File: config.mk
export PLATFORM = sky130hd
export DESIGN_NAME = alu_seq
export DESIGN_NICKNAME = d
export VERILOG_FILES = /design/src/rtl/alu_pkg.sv /design/src/rtl/alu_comb.sv /design/src/rtl/alu_seq.sv
export SDC_FILE = /design/constraint.sdc
export NUM_CORES = 1
export LEC_CHECK = 0
export ABC_AREA = 0
export BUFFER_PORTS_ARGS = -buffer_cell sky130_fd_sc_hd__buf_2
export CAP_MARGIN = 0
export CORE_ASPECT_RATIO = 1.1
export CORE_MARGIN = 4
export CORE_UTILIZATION = 40
export DETAILED_ROUTE_END_ITERATION = 7
export GPL_ROUTABILITY_DRIVEN = 0
export SLEW_MARGIN = 25
export SYNTH_ARGS = -nofsm -noshare
export SYNTH_HDL_FRONTEND = slang
export SYNTH_SLANG_ARGS = --single-unit
File: constraint.sdc
create_clock -name clock -period 7.65 [get_ports clock]
set_input_delay 2.295 -clock clock [delete_from_list [all_inputs] [get_ports clock]]
set_output_delay 2.295 -clock clock [all_outputs]
set_load 0.005 [all_outputs]
File: src/rtl/alu_pkg.sv
// Shared definitions for the sequential ALU.
// Holds the opcode values, the FSM state encoding and helpers that say
// which opcodes are legal and which ones need the iterative MUL/DIV path.
package alu_pkg;

    localparam int unsigned OP_W = 4;

    localparam logic [OP_W-1:0] OP_ADD  = 4'd0;
    localparam logic [OP_W-1:0] OP_ADDC = 4'd1;
    localparam logic [OP_W-1:0] OP_SUB  = 4'd2;
    localparam logic [OP_W-1:0] OP_SUBC = 4'd3;
    localparam logic [OP_W-1:0] OP_AND  = 4'd4;
    localparam logic [OP_W-1:0] OP_OR   = 4'd5;
    localparam logic [OP_W-1:0] OP_XOR  = 4'd6;
    localparam logic [OP_W-1:0] OP_NOT  = 4'd7;
    localparam logic [OP_W-1:0] OP_SLL  = 4'd8;
    localparam logic [OP_W-1:0] OP_SRL  = 4'd9;
    localparam logic [OP_W-1:0] OP_SRA  = 4'd10;
    localparam logic [OP_W-1:0] OP_CMP  = 4'd11;
    localparam logic [OP_W-1:0] OP_MUL  = 4'd12;
    localparam logic [OP_W-1:0] OP_DIV  = 4'd13;

    typedef enum logic [1:0] {
        ST_IDLE = 2'd0,
        ST_ITER = 2'd1,
        ST_FIN  = 2'd2
    } state_e;

    // MUL and DIV are the only opcodes that iterate.
    function automatic logic is_multi(input logic [OP_W-1:0] op);
        return (op == OP_MUL) || (op == OP_DIV);
    endfunction

    // Opcodes above DIV are reserved.
    function automatic logic is_legal(input logic [OP_W-1:0] op);
        return op <= OP_DIV;
    endfunction

endpackage

File: src/rtl/alu_comb.sv
// Combinational single-cycle ALU (ADD..CMP).
// Ports:
//   op_i   opcode
//   a_i    operand A
//   b_i    operand B / shift amount (low clog2(WIDTH) bits)
//   cf_i   carry/borrow in for ADDC/SUBC
//   res_c  result
//   cf_c   carry / borrow / last bit shifted out
//   zf_c   zero flag (for CMP: the A-B difference is zero)
// Any opcode outside ADD..CMP yields res=0, cf=1.
module alu_comb
    import alu_pkg::*;
#(
    parameter int unsigned WIDTH = 16
) (
    input  logic [OP_W-1:0]  op_i,
    input  logic [WIDTH-1:0] a_i,
    input  logic [WIDTH-1:0] b_i,
    input  logic             cf_i,
    output logic [WIDTH-1:0] res_c,
    output logic             cf_c,
    output logic             zf_c
);

    localparam int unsigned W1 = WIDTH + 1;
    localparam int unsigned SW = $clog2(WIDTH);

    logic [SW-1:0] sh;
    logic          add_cin;
    logic          sub_cin;
    logic [W1-1:0] sum;
    logic [W1-1:0] diff;
    logic [W1-1:0] sll_w;
    logic [W1-1:0] srl_w;
    logic [W1-1:0] sra_w;

    // Shifters carry one guard bit so the last bit shifted out falls into it.
    always_comb begin
        sh      = b_i[SW-1:0];
        add_cin = (op_i == OP_ADDC) & cf_i;
        sub_cin = (op_i == OP_SUBC) & cf_i;
        sum     = {1'b0, a_i} + {1'b0, b_i} + W1'(add_cin);
        diff    = {1'b0, a_i} - {1'b0, b_i} - W1'(sub_cin);
        sll_w   = {1'b0, a_i} << sh;
        srl_w   = {a_i, 1'b0} >> sh;
        sra_w   = $signed({a_i, 1'b0}) >>> sh;

        res_c = '0;
        cf_c  = 1'b0;
        case (op_i)
            OP_ADD, OP_ADDC: begin
                res_c = sum[WIDTH-1:0];
                cf_c  = sum[WIDTH];
            end
            OP_SUB, OP_SUBC: begin
                res_c = diff[WIDTH-1:0];
                cf_c  = diff[WIDTH];
            end
            OP_AND: res_c = a_i & b_i;
            OP_OR:  res_c = a_i | b_i;
            OP_XOR: res_c = a_i ^ b_i;
            OP_NOT: res_c = ~a_i;
            OP_SLL: begin
                res_c = sll_w[WIDTH-1:0];
                cf_c  = sll_w[WIDTH];
            end
            OP_SRL: begin
                res_c = srl_w[WIDTH:1];
                cf_c  = srl_w[0];
            end
            OP_SRA: begin
                res_c = sra_w[WIDTH:1];
                cf_c  = sra_w[0];
            end
            OP_CMP: begin
                res_c = a_i;
                cf_c  = diff[WIDTH];
            end
            default: begin
                res_c = '0;
                cf_c  = 1'b1;
            end
        endcase

        // CMP keeps A on the result bus, so its zero flag tracks the difference.
        zf_c = (op_i == OP_CMP) ? (diff[WIDTH-1:0] == '0) : (res_c == '0);
    end

endmodule

File: src/rtl/alu_seq.sv
// Sequential ALU: single-cycle ops through alu_comb, MUL (shift-add) and
// DIV (restoring) iterate one bit per cycle over WIDTH cycles.
// Ports:
//   clock, reset   rising-edge clock, synchronous active-high reset
//   start          request, accepted only in IDLE
//   op             opcode, sampled with start
//   reg_A, reg_B   operands, sampled with start
//   cf_in          carry/borrow in for ADDC/SUBC
//   busy           high from the cycle after accept until done
//   done           one-cycle pulse when results update
//   ALUo           result, held until next done
//   cf_out, zf_out carry and zero flags, held until next done
module alu_seq
    import alu_pkg::*;
#(
    parameter int unsigned WIDTH     = 16,
    parameter int unsigned MULDIV_EN = 1
) (
    input  logic             clock,
    input  logic             reset,
    input  logic             start,
    input  logic [OP_W-1:0]  op,
    input  logic [WIDTH-1:0] reg_A,
    input  logic [WIDTH-1:0] reg_B,
    input  logic             cf_in,
    output logic             busy,
    output logic             done,
    output logic [WIDTH-1:0] ALUo,
    output logic             cf_out,
    output logic             zf_out
);

    localparam int unsigned W1 = WIDTH + 1;
    localparam int unsigned W2 = 2 * WIDTH;
    localparam int unsigned CW = $clog2(WIDTH);

    state_e           state_q, state_d;
    logic [CW-1:0]    cnt_q, cnt_d;
    logic [W2-1:0]    p_q, p_d;
    logic [WIDTH-1:0] b_q, b_d;
    logic             mul_q, mul_d;
    logic             busy_q, busy_d;
    logic             done_q, done_d;
    logic [WIDTH-1:0] alu_q, alu_d;
    logic             cf_q, cf_d;
    logic             zf_q, zf_d;

    logic [WIDTH-1:0] comb_res;
    logic             comb_cf;
    logic             comb_zf;

    logic [W1-1:0]    mul_sum;
    logic [W1-1:0]    rem_sh;
    logic             div_ge;
    logic [WIDTH-1:0] div_rem;
    logic [W2-1:0]    step;
    logic             md_illegal;
    logic             div_by_zero;

    alu_comb #(
        .WIDTH (WIDTH)
    ) u_comb (
        .op_i  (op),
        .a_i   (reg_A),
        .b_i   (reg_B),
        .cf_i  (cf_in),
        .res_c (comb_res),
        .cf_c  (comb_cf),
        .zf_c  (comb_zf)
    );

    // One iteration of either MUL or DIV on the shared {hi, lo} register.
    // MUL: lo holds the multiplier, hi accumulates; the pair shifts right.
    // DIV: hi is the partial remainder, lo shifts the dividend out and the
    //      quotient bits in from the bottom.
    always_comb begin
        mul_sum = {1'b0, p_q[W2-1:WIDTH]} + (p_q[0] ? {1'b0, b_q} : W1'(0));
        rem_sh  = p_q[W2-1:WIDTH-1];
        div_ge  = rem_sh >= {1'b0, b_q};
        div_rem = div_ge ? WIDTH'(rem_sh - {1'b0, b_q}) : rem_sh[WIDTH-1:0];
        step    = mul_q ? {mul_sum, p_q[WIDTH-1:1]}
                        : {div_rem, p_q[WIDTH-2:0], div_ge};
    end

    // Next-state and output logic.
    always_comb begin
        state_d     = state_q;
        cnt_d       = cnt_q;
        p_d         = p_q;
        b_d         = b_q;
        mul_d       = mul_q;
        busy_d      = 1'b0;
        done_d      = 1'b0;
        alu_d       = alu_q;
        cf_d        = cf_q;
        zf_d        = zf_q;
        md_illegal  = is_multi(op) && (MULDIV_EN == 0);
        div_by_zero = (op == OP_DIV) && (reg_B == '0);

        case (state_q)
            ST_IDLE: begin
                if (start) begin
                    busy_d = 1'b1;
                    if (is_multi(op) && !md_illegal && !div_by_zero) begin
                        state_d = ST_ITER;
                        cnt_d   = '0;
                        p_d     = {WIDTH'(0), reg_A};
                        b_d     = reg_B;
                        mul_d   = (op == OP_MUL);
                    end else begin
                        state_d = ST_FIN;
                        done_d  = 1'b1;
                        if (md_illegal || !is_legal(op)) begin
                            alu_d = '0;
                            cf_d  = 1'b1;
                            zf_d  = 1'b1;
                        end else if (div_by_zero) begin
                            alu_d = '1;
                            cf_d  = 1'b1;
                            zf_d  = 1'b0;
                        end else begin
                            alu_d = comb_res;
                            cf_d  = comb_cf;
                            zf_d  = comb_zf;
                        end
                    end
                end
            end
            ST_ITER: begin
                busy_d = 1'b1;
                p_d    = step;
                cnt_d  = cnt_q + CW'(1);
                if (cnt_q == CW'(WIDTH - 1)) begin
                    state_d = ST_FIN;
                    done_d  = 1'b1;
                    alu_d   = step[WIDTH-1:0];
                    cf_d    = mul_q && (step[W2-1:WIDTH] != '0);
                    zf_d    = (step[WIDTH-1:0] == '0);
                end
            end
            ST_FIN: begin
                state_d = ST_IDLE;
            end
            default: begin
                state_d = ST_IDLE;
            end
        endcase
    end

    // State and output registers.
    always_ff @(posedge clock) begin
        if (reset) begin
            state_q <= ST_IDLE;
            cnt_q   <= '0;
            p_q     <= '0;
            b_q     <= '0;
            mul_q   <= 1'b0;
            busy_q  <= 1'b0;
            done_q  <= 1'b0;
            alu_q   <= '0;
            cf_q    <= 1'b0;
            zf_q    <= 1'b0;
        end else begin
            state_q <= state_d;
            cnt_q   <= cnt_d;
            p_q     <= p_d;
            b_q     <= b_d;
            mul_q   <= mul_d;
            busy_q  <= busy_d;
            done_q  <= done_d;
            alu_q   <= alu_d;
            cf_q    <= cf_d;
            zf_q    <= zf_d;
        end
    end

    assign busy   = busy_q;
    assign done   = done_q;
    assign ALUo   = alu_q;
    assign cf_out = cf_q;
    assign zf_out = zf_q;

endmodule
==> metrics.md, run 1 <==
| Metric | Value |
|---|---|
| Number of global-route vias before repair | 10600 |
| Final Slew Violations | 0 |
| DR vias/cell | ~6.4 |
| Hold slack | roughly 460 ps |
| Post-synth top area cell | dfxtp_1 |
| Routed vias | between 10000 and 15000 |
| Crit path capture type | flip-flop |
| Hold path cells | 2 |
| Ys Warns | 0 |
| Clock buffer depth | 2 |
| Initial antenna violation count | 0 |
| Grt ovf | 0 |
| CTS root buffer | clkbuf_16 |
| Hold-fix buffers, CTS | 0 |
| Cell Rows | 62 |
| ANT nets after route | 0 |
| Worst Reg-to-Reg Cells | 10 |
| Flops & latches, synth | between 70 and 80 |
| Placed Area | approximately 11000 µm² |
| Drt pass-1 iters | 8 |
| Startpoint class of the critical path | input pin |
| Final Net Count | ~1500 |
| Wire length per cell | approximately 23 µm |
| Post-CTS setup buffer count | 0 |
| First-pass GRT wire length | about 61000 µm |
| Post-synth ARST share | 0% |
| Failing checks | DRC |
| Tmin final | a little over 6000 ps |
| DRC errors left | 2 |
| Setup-failing EPs final | 0 |
| Status | finished, violations left |
| Cells after synthesis | approximately 1400 |
| Layout cells sized above 1 | 10.9% |
| IO Port Bufs | just under 60 |
| Critical Path AT | ~6300 ps |
| Leakage | 0.00450 µW |
| Post-synth top flop | dfxtp_1 |
| Design Area, Final | between 10000 and 15000 µm² |
| Synth unique cells | around 100 |
| CTS tree | built |
| Post-synth EDFFs | 0 |
| # IOs | 60 |
| CP Class | input pin to flip-flop |
| RSZ-0062 raised after global routing | false |
| Clk Latency, worst-skew pair | roughly 350 ps |
| Crit path max fanout | 31 |
| # diodes | 0 |
| Mapped Nets | between 1500 and 2000 |
| Starting density of the core | slightly above 40% |
| Fmax | ~0.16 GHz |
| Final Cycle Share | 79.3% |
| Post-CTS resize count | 0 |
| Required time of the critical path | ~8000 ps |
| Post-Syn Area per Cell | roughly 7.6 µm² |
| CTS Buf Count | 9 |
| Pwr Total | approximately 1600 µW |
| Area growth, synth to finish | 5.51% |
| CTS H-tree depth | 3 |
| HPWL after DPL | just over 30000 µm |
| Tot GR Track Use | about a quarter |
| Setup_tns | 0 ps |
| Slew @ Worst Pin | between 900 and 1000 ps |
| Skew final | 8.82 ps |
| Final WL | between 30000 and 40000 µm |
| Power Density | ~140 nW/µm² |
| Post-Syn Area | roughly 11000 µm² |
| DR iter-0 viols | between 1000 and 1500 |
| Final core utilization | 43.2% |
| Final hold vios | 0 |
| Clock-pin slew on the worst setup and hold paths | 70 ps |
| Core Area | 26300 µm² |
| Number of fill cells | about 2700 |
| Die W | around 160 µm |
| Area contributors post-synth | dfxtp_1 (14%), ha_1 (11%), a21oi_1 (5.6%), mux4_2 (5.4%), nor2_1 (5.0%) |
| Sequential area share after synthesis | ~14% |
| Largest net degree at the start of global routing | 50 |
| Worst rel slew slack | a little over a third |
| HP Class | flip-flop to flip-flop |
| Yosys top cell area share | between 10 and 15% |
| Max-Cap Viols | 0 |
| Die area | around 30000 µm² |
| Die Ht | between 150 and 200 µm |
| Num Clock Sinks | 75 |
| Peak VDD IR | approximately 0.00011 V |
synth_stat cells (13+ instances only):
master / count
o21ai_0: 62
and2_1: 27
xor2_1: 19
nand3_1: 30
a221oi_1: 20
nor3_1: 47
nor4_1: 23
dfxtp_1: 75
mux4_2: 26
clkbuf_1: 52
a21oi_1: 120
nand4_1: 13
nor2b_1: 23
a21o_1: 13
inv_1: 83
ha_1: 96
xnor2_1: 26
mux2i_1: 51
nand2_1: 110
nor2_1: 144
buf_6: 13
nand2b_1: 21
a22oi_1: 16
and3_1: 13
a211oi_1: 28
o22ai_1: 17
buf_2: 26
metal layers:
layer / global-route usage [%] / routed length, µm / share of wire, % / vias to the layer above
li1: - / - / - / 5218
met1: 34.6 / 16000 / 40 / 5300
met3: 4.26 / 3700 / 9.3 / 118
met2: 41.6 / 18300 / 46 / 616
met4: 10.8 / 1900 / 4.8 / 0
met5: 0 / 0 / 0 / -
metrics by stage:
| step | setup WS [ps] | instances |
|---|---|---|
| 2_1_floorplan | 1940 | 1415 |
| 3_3_place_gp | 1300 | 1735 |
| 3_5_place_dp | 1290 | 1735 |
| 4_1_cts | 1660 | 1751 |
| 5_1_grt | 1420 | 1751 |
| 6_report | 1580 | 1751 |
final cells by class:
type                    instances  area [µm²]  area share [%]
well taps                     352         440            3.87
flip-flops and latches         75        1500            13.2
clock buffers                   9         225            1.98
clock inverters                 7         108           0.947
multi-input cells            1154        8400            73.9
repair buffers                 69         370            3.26
inverters                      85         319            2.81
worst paths after layout:
path / start / endpoint / slack [ps]
hold reg to reg: ALUo[9] / ALUo[9] / 460
setup / recovery: op[0] / cf_out / 1580
setup reg to reg: b_q[6] / cf_out / 3470
hold / removal: ALUo[9] / ALUo[9] / 460
cell families (layout without fill, tap and decap cells):
group	count (synthesis)	after routing	share of synthesized area [%]
simple gates	509	509	24.1
compound gates	406	406	25.5
buf+inv	186	170	8.19
fa+ha+maj	102	102	12.3
mux	92	92	12.3
flops	75	75	13.9
xor+xnor	45	45	3.66
critical path, stage by stage:
cell	delay (ps)
buf_2	510
and2_1	350
nand3_1	130
fa_1	430
fa_1	460
o21ai_0	310
a211oi_1	180
o221ai_1	480
a21oi_1	210
o311a_1	400
a211oi_2	190
o31ai_2	90
a31oi_1	170
a311oi_1	70
report_power, final:
part           internal [µW]  switching (µW)  total (µW)
Clock                    293             191         483
Combinational            264             447         711
Sequential               405            15.2         421
layout by cell type (no fill, tap or decap), drive strengths merged, types with 8 or more instances in the layout:
cell     instances
a211oi          29
a21o            13
a21oi          120
a221oi          21
a22oi           16
a31oi           11
and2            28
and3            13
buf             69
clkbuf           9
dfxtp           75
ha              96
inv             88
mux2            11
mux2i           52
mux4            29
nand2          111
nand2b          21
nand3           30
nand4           13
nor2           144
nor2b           23
nor3            49
nor4            27
nor4b            8
o2111ai          9
o211ai          11
o21ai           66
o21bai           8
o22ai           17
xnor2           26
xor2            19
registers in the layout, indices dropped and copies added, names as in the netlist:
register / cells
b_q: 16
zf_out: 1
cnt_q: 4
state_q: 2
busy: 1
ALUo: 16
cf_out: 1
done: 1
p_q: 32
mul_q: 1
Power figures use the tool's default switching activity.
==> inputs of run 2 (changes only) <==
- clock period: 7.65 -> 5.8 ns (I/O delays scaled with it)
==> run 2 against run 1 <==
  * The flow now finishes without violations
  * Sequential power rose by 32%
  * Non-clock buffer count rose by 19
  * Wire length rose by 0.35%
  * Cell area rose by 1.3%
  * Die area did not move
  * Clock skew rose by 1.3 ps
  * Clock power rose by 30%
  * Sequential share of layout area fell by 0.17 points
  * First-iteration DRC count fell by 1.2%
  * Via count fell by 0.27%
  * Worst hold slack got worse by 5.2 ps
==> metrics.md, run 2 (same netlist as run 1, synthesis figures left out) <==
| Metric | Value |
|---|---|
| Die Ht | between 150 and 200 µm |
| CTS root buffer | clkbuf_16 |
| Placed Area | between 10000 and 15000 µm² |
| Top Family by Delay on Critical Path | compound AO/OA/AOI/OAI gates |
| IO Port Bufs | slightly below 60 |
| Routed vias | between 10000 and 15000 |
| # diodes | 0 |
| Required time of the critical path | between 5000 and 6000 ps |
| Starting density of the core | between 40% and 50% |
| ANT nets after route | 0 |
| DR vias/cell | around 6.3 |
| # IOs | 60 |
| Final core utilization | a little over two fifths |
| Final WL | ~40000 µm |
| Final Slew Violations | 0 |
| Largest net degree at the start of global routing | between 50 and 60 |
| Final setup margin | roughly 770 ps |
| HP Class | flip-flop to flip-flop |
| First-pass GRT wire length | between 60000 and 70000 µm |
| Setup_tns | 0 ps |
| Place WS | 463 ps |
| Crit-path slowest cell | fa_1 |
| Setup-failing EPs final | 0 |
| CP Buf/Inv Count | 1 |
| Clock-pin slew on the worst setup and hold paths | ~70 ps |
| DR iter-0 viols | 1432 |
| Skew final | 10.1 ps |
| CTS tree | built |
| Clock buffer depth | 2 |
| RSZ-0062 raised after global routing | false |
| Initial antenna violation count | 0 |
| Max reg flops | 32 |
| Drt pass-1 iters | 6 |
| Clk Latency, worst-skew pair | 340 ps |
| CTS Buf Count | 9 |
| Wire length per cell | approximately 23 µm |
| CTS H-tree depth | 3 |
| Startpoint class of the critical path | input pin |
| Grt ovf | 0 |
| Post-CTS setup buffer count | 0 |
| Worst rel slew slack | around 31% |
| Area growth, synth to finish | 6.91% |
| Power Density | about 190 nW/µm² |
| DRC errors left | 0 |
| Peak VDD IR | ~0.00013 V |
| Fmax | a little under 0.2 GHz |
| Crit path capture type | flip-flop |
| Layout cells sized above 1 | 12.1% |
| Tmin final | 5030 ps |
| Cell Rows | 62 |
| Final Cycle Share | 86.8% |
| Most frequent cells in the layout | nor2_1 (144), a21oi_1 (120), nand2_1 (110) |
| CP Class | input pin to flip-flop |
| Most common cell after layout, fill and taps aside | nor2_1 |
| Slew @ Worst Pin | approximately 1000 ps |
| Leakage | 0.00459 µW |
| HPWL after DPL | between 30000 and 40000 µm |
| Status | completed |
| Crit path top cell by count | fa_1 |
| Post-CTS resize count | 0 |
| Final Net Count | between 1500 and 2000 |
| Number of global-route vias before repair | roughly 11000 |
| Tot GR Track Use | between 20% and 30% |
| Critical path's largest stage delay | 450 ps |
| Number of fill cells | roughly 2700 |
| Max-Cap Viols | 0 |
| Num Clock Sinks | 75 |
| Cell chain of the critical path | buf_2 -> nor2_1 -> nand3_1 -> fa_1 -> fa_1 -> o21ai_0 -> a211oi_1 -> o221ai_1 -> a21oi_1 -> o311a_1 -> a211oi_2 -> o31ai_2 -> a31oi_1 -> a311oi_1 |
| Critical Path AT | 5210 ps |
| Core Area | 26300 µm² |
| Hold-fix buffers, CTS | 0 |
| Die area | 29600 µm² |
| Design Area, Final | ~12000 µm² |
| Final hold vios | 0 |
| Reg with most FFs | p_q |
| Crit path max fanout | 23 |
| Die W | 164 µm |
## run 2: worst paths after layout
path | from | endpoint | slack, ps | cells after the start
setup / recovery | op[3] | cf_out | 770 | 14
hold / removal | ALUo[3] | ALUo[3] | 450 | 2
setup reg to reg | b_q[6] | cf_out | 1300 | 10
hold reg to reg | ALUo[3] | ALUo[3] | 450 | 2
## run 2: worst register-to-register path: cells and delay by family, from the launching register on
family	cells	cell delay (ps)
simple gates	4	1350
fa+ha+maj	1	340
flops	1	380
buf+inv	1	60
compound gates	4	2200
## run 2: metrics by stage
stage,power [µW],hold slack [ps],std cells
after global placement,1490,443,1754
after floorplan,1230,445,1415
after global routing,2240,480,1770
after detailed placement,1490,443,1754
after CTS,2130,451,1770
final,2140,450,1770
## run 2: per-layer routing
metal / up-vias / track usage [%] / part of all wire [%]
li1: 5266 / - / -
met1: 5261 / 33.9 / 39
met2: 564 / 41.7 / 46
met3: 131 / 3.77 / 8.3
met4: 0 / 13.7 / 6.1
met5: - / 0 / 0
## run 2: final cells by class
type | instances | area [µm²] | share of cell area, %
multi-input combinational | 1154 | 8400 | 72.9
sequential | 75 | 1500 | 13.0
timing repair buffer | 88 | 526 | 4.56
tap | 352 | 440 | 3.82
inverter | 85 | 319 | 2.77
clock buffer | 9 | 225 | 1.96
clock inverter | 7 | 106 | 0.923
## run 2: report_power, final
group | internal [µW] | switching, µW
Clock | 385 | 245
Sequential | 535 | 19.1
Combinational | 362 | 595
==> inputs of run 3 (changes only) <==
- CORE_UTILIZATION: 40 -> 45
==> run 3 against run 2 <==
  * The flow now finishes with violations (DRC)
  * Sequential share of layout area hardly changed
  * Maximum frequency fell by 1.2%
  * Clock-buffer cell count stayed put
  * Critical path depth rose by 1
  * Highest routed layer unchanged
  * Total power fell by 0.97%
  * Largest cell class unchanged
  * Sequential power about the same
==> metrics.md, run 3 (same netlist as run 1, synthesis figures left out) <==
| Metric | Value |
|---|---|
| Final WL | 40800 µm |
| FF/Latch Area | 1500 µm² |
| Multi-input combinational cell area | between 8000 and 9000 µm² |
| Cell chain of the critical path | buf_2 -> nor2_1 -> nand3_1 -> fa_1 -> inv_1 -> ha_1 -> o211a_1 -> nand4bb_1 -> a31oi_1 -> xor2_1 -> nor2_1 -> nor4_1 -> and4_1 -> nand4b_1 -> o2bb2ai_1 |
| Reg with most FFs | p_q |
| ANT nets after route | 0 |
| Die Ht | around 170 µm |
| Worst rel slew slack | 36.0% |
| GR Util met2 | slightly below 50% |
| Die W | about 160 µm |
| Starting density of the core | ~46% |
| Final core utilization | between 40% and 50% |
| Drt pass-1 iters | 8 |
| Largest net degree at the start of global routing | 71 |
| Crit-path slowest cell | fa_1 |
| Crit path max fanout | 23 |
| Pwr Total | about 2100 µW |
| CTS root buffer | clkbuf_16 |
| First-pass GRT wire length | 61800 µm |
| Worst path depth | 15 |
| CP Class | input pin to flip-flop |
| Hold-fix buffers, CTS | 0 |
| Final Net Count | 1561 |
| Post-CTS resize count | 0 |
| Critical path's largest stage delay | ~530 ps |
| Die area | around 26000 µm² |
| Power Density | between 150 and 200 nW/µm² |
| CTS H-tree depth | 3 |
| Tot GR Track Use | around 30% |
| Layout cells sized above 1 | between 10% and 20% |
| Crit path top cell by count | nor2_1 |
| Crit path capture type | flip-flop |
| Skew final | 12.1 ps |
| DRC errors left | 2 |
| Num Clock Sinks | 75 |
| Area growth, synth to finish | 6.53% |
| Initial antenna violation count | 0 |
| Wire length per cell | 23.6 µm |
| Routed vias | ~11000 |
| Core Area | about 24000 µm² |
| Top Family by Delay on Critical Path | simple AND/OR/NAND/NOR gates |
| Worst Reg-to-Reg Cells | 11 |
| Final Slew Violations | 0 |
| Tmin final | between 5000 and 6000 ps |
| Hold path cells | 2 |
| IO Port Bufs | 59 |
| Peak VDD IR | between 0.00015 and 0.0002 V |
| DR iter-0 viols | 1483 |
| Most frequent cells in the layout | nor2_1 (144), a21oi_1 (120), nand2_1 (110) |
| CTS tree | built |
| Number of global-route vias before repair | roughly 11000 |
| Slew @ Worst Pin | 958 ps |
| Clock buffer depth | 2 |
| # diodes | 0 |
| Final hold vios | 0 |
| Required time of the critical path | just over 6000 ps |
| Number of fill cells | around 2400 |
| # IOs | 60 |
| Max reg flops | 32 |
| Most used routing layer | met2 |
| Startpoint class of the critical path | input pin |
| HPWL after DPL | around 31000 µm |
| Grt ovf | 0 |
| Max-Cap Viols | 0 |
| Leakage | ~0.0046 µW |
| Most common cell after layout, fill and taps aside | nor2_1 |
| Design Area, Final | approximately 11000 µm² |
| Setup-failing EPs final | 0 |
| HP Class | flip-flop to flip-flop |
| DR vias/cell | 6.64 |
| Placed Area | roughly 11000 µm² |
| Failing checks | DRC |
| Post-CTS setup buffer count | 0 |
| GR Util met3 | under 10% |
| Status | finished, violations left |
| Critical Path AT | between 5000 and 6000 ps |
| Final Cycle Share | just under 90% |
| Clk Latency, worst-skew pair | ~350 ps |
| Cell Rows | between 50 and 60 |
| CTS Buf Count | 9 |
| CP Buf/Inv Count | 2 |
| Clock-pin slew on the worst setup and hold paths | 70 ps |
| Setup_tns | 0 ps |
| Fmax | a little under 0.2 GHz |
| RSZ-0062 raised after global routing | false |
| Global Route met1 Usage | 37.2% |
run 3: worst reg2reg max path, stage by stage (launching register included):
cell	delay, ps
dfxtp_1	380
inv_1	70
ha_1	340
and3_1	260
o211a_1	140
o31a_1	140
o32a_1	560
a21boi_1	850
nor2_1	220
a221o_1	420
nor4b_1	620
a311oi_1	180
run 3: metal layers:
metal	up-vias	part of all wire (%)
met5	-	0
met4	0	7.3
met3	169	8.4
met2	626	46
met1	5410	39
li1	5271	-
run 3: power breakdown:
part	switching, µW	internal (µW)
combinational	597	365
clock	257	346
sequential	19.9	534
total	874	1240
run 3: metrics by stage:
| stage | setup WS [ps] | cells | hold WS, ps |
|---|---|---|---|
| 6_report | 706 | 1729 | 453 |
| 2_1_floorplan | 649 | 1415 | 445 |
| 3_3_place_gp | 533 | 1713 | 436 |
| 5_1_grt | 526 | 1729 | 481 |
| 3_5_place_dp | 442 | 1713 | 443 |
| 4_1_cts | 801 | 1729 | 453 |
run 3: layout make-up:
class,count,share of cell area [%]
well taps,305,3.33
flip-flops and latches,75,13.1
inverters,85,2.78
repair buffers,94,4.86
clock inverters,7,0.807
clock buffers,9,1.96
multi-input cells,1154,73.2
run 3: worst paths after layout:
check                           startpoint  endpoint  slack, ps
worst min-delay path               ALUo[3]   ALUo[3]        450
worst min register to register     ALUo[3]   ALUo[3]        450
worst max-delay path                 op[3]    zf_out        710
worst max register to register      b_q[6]    cf_out       1490
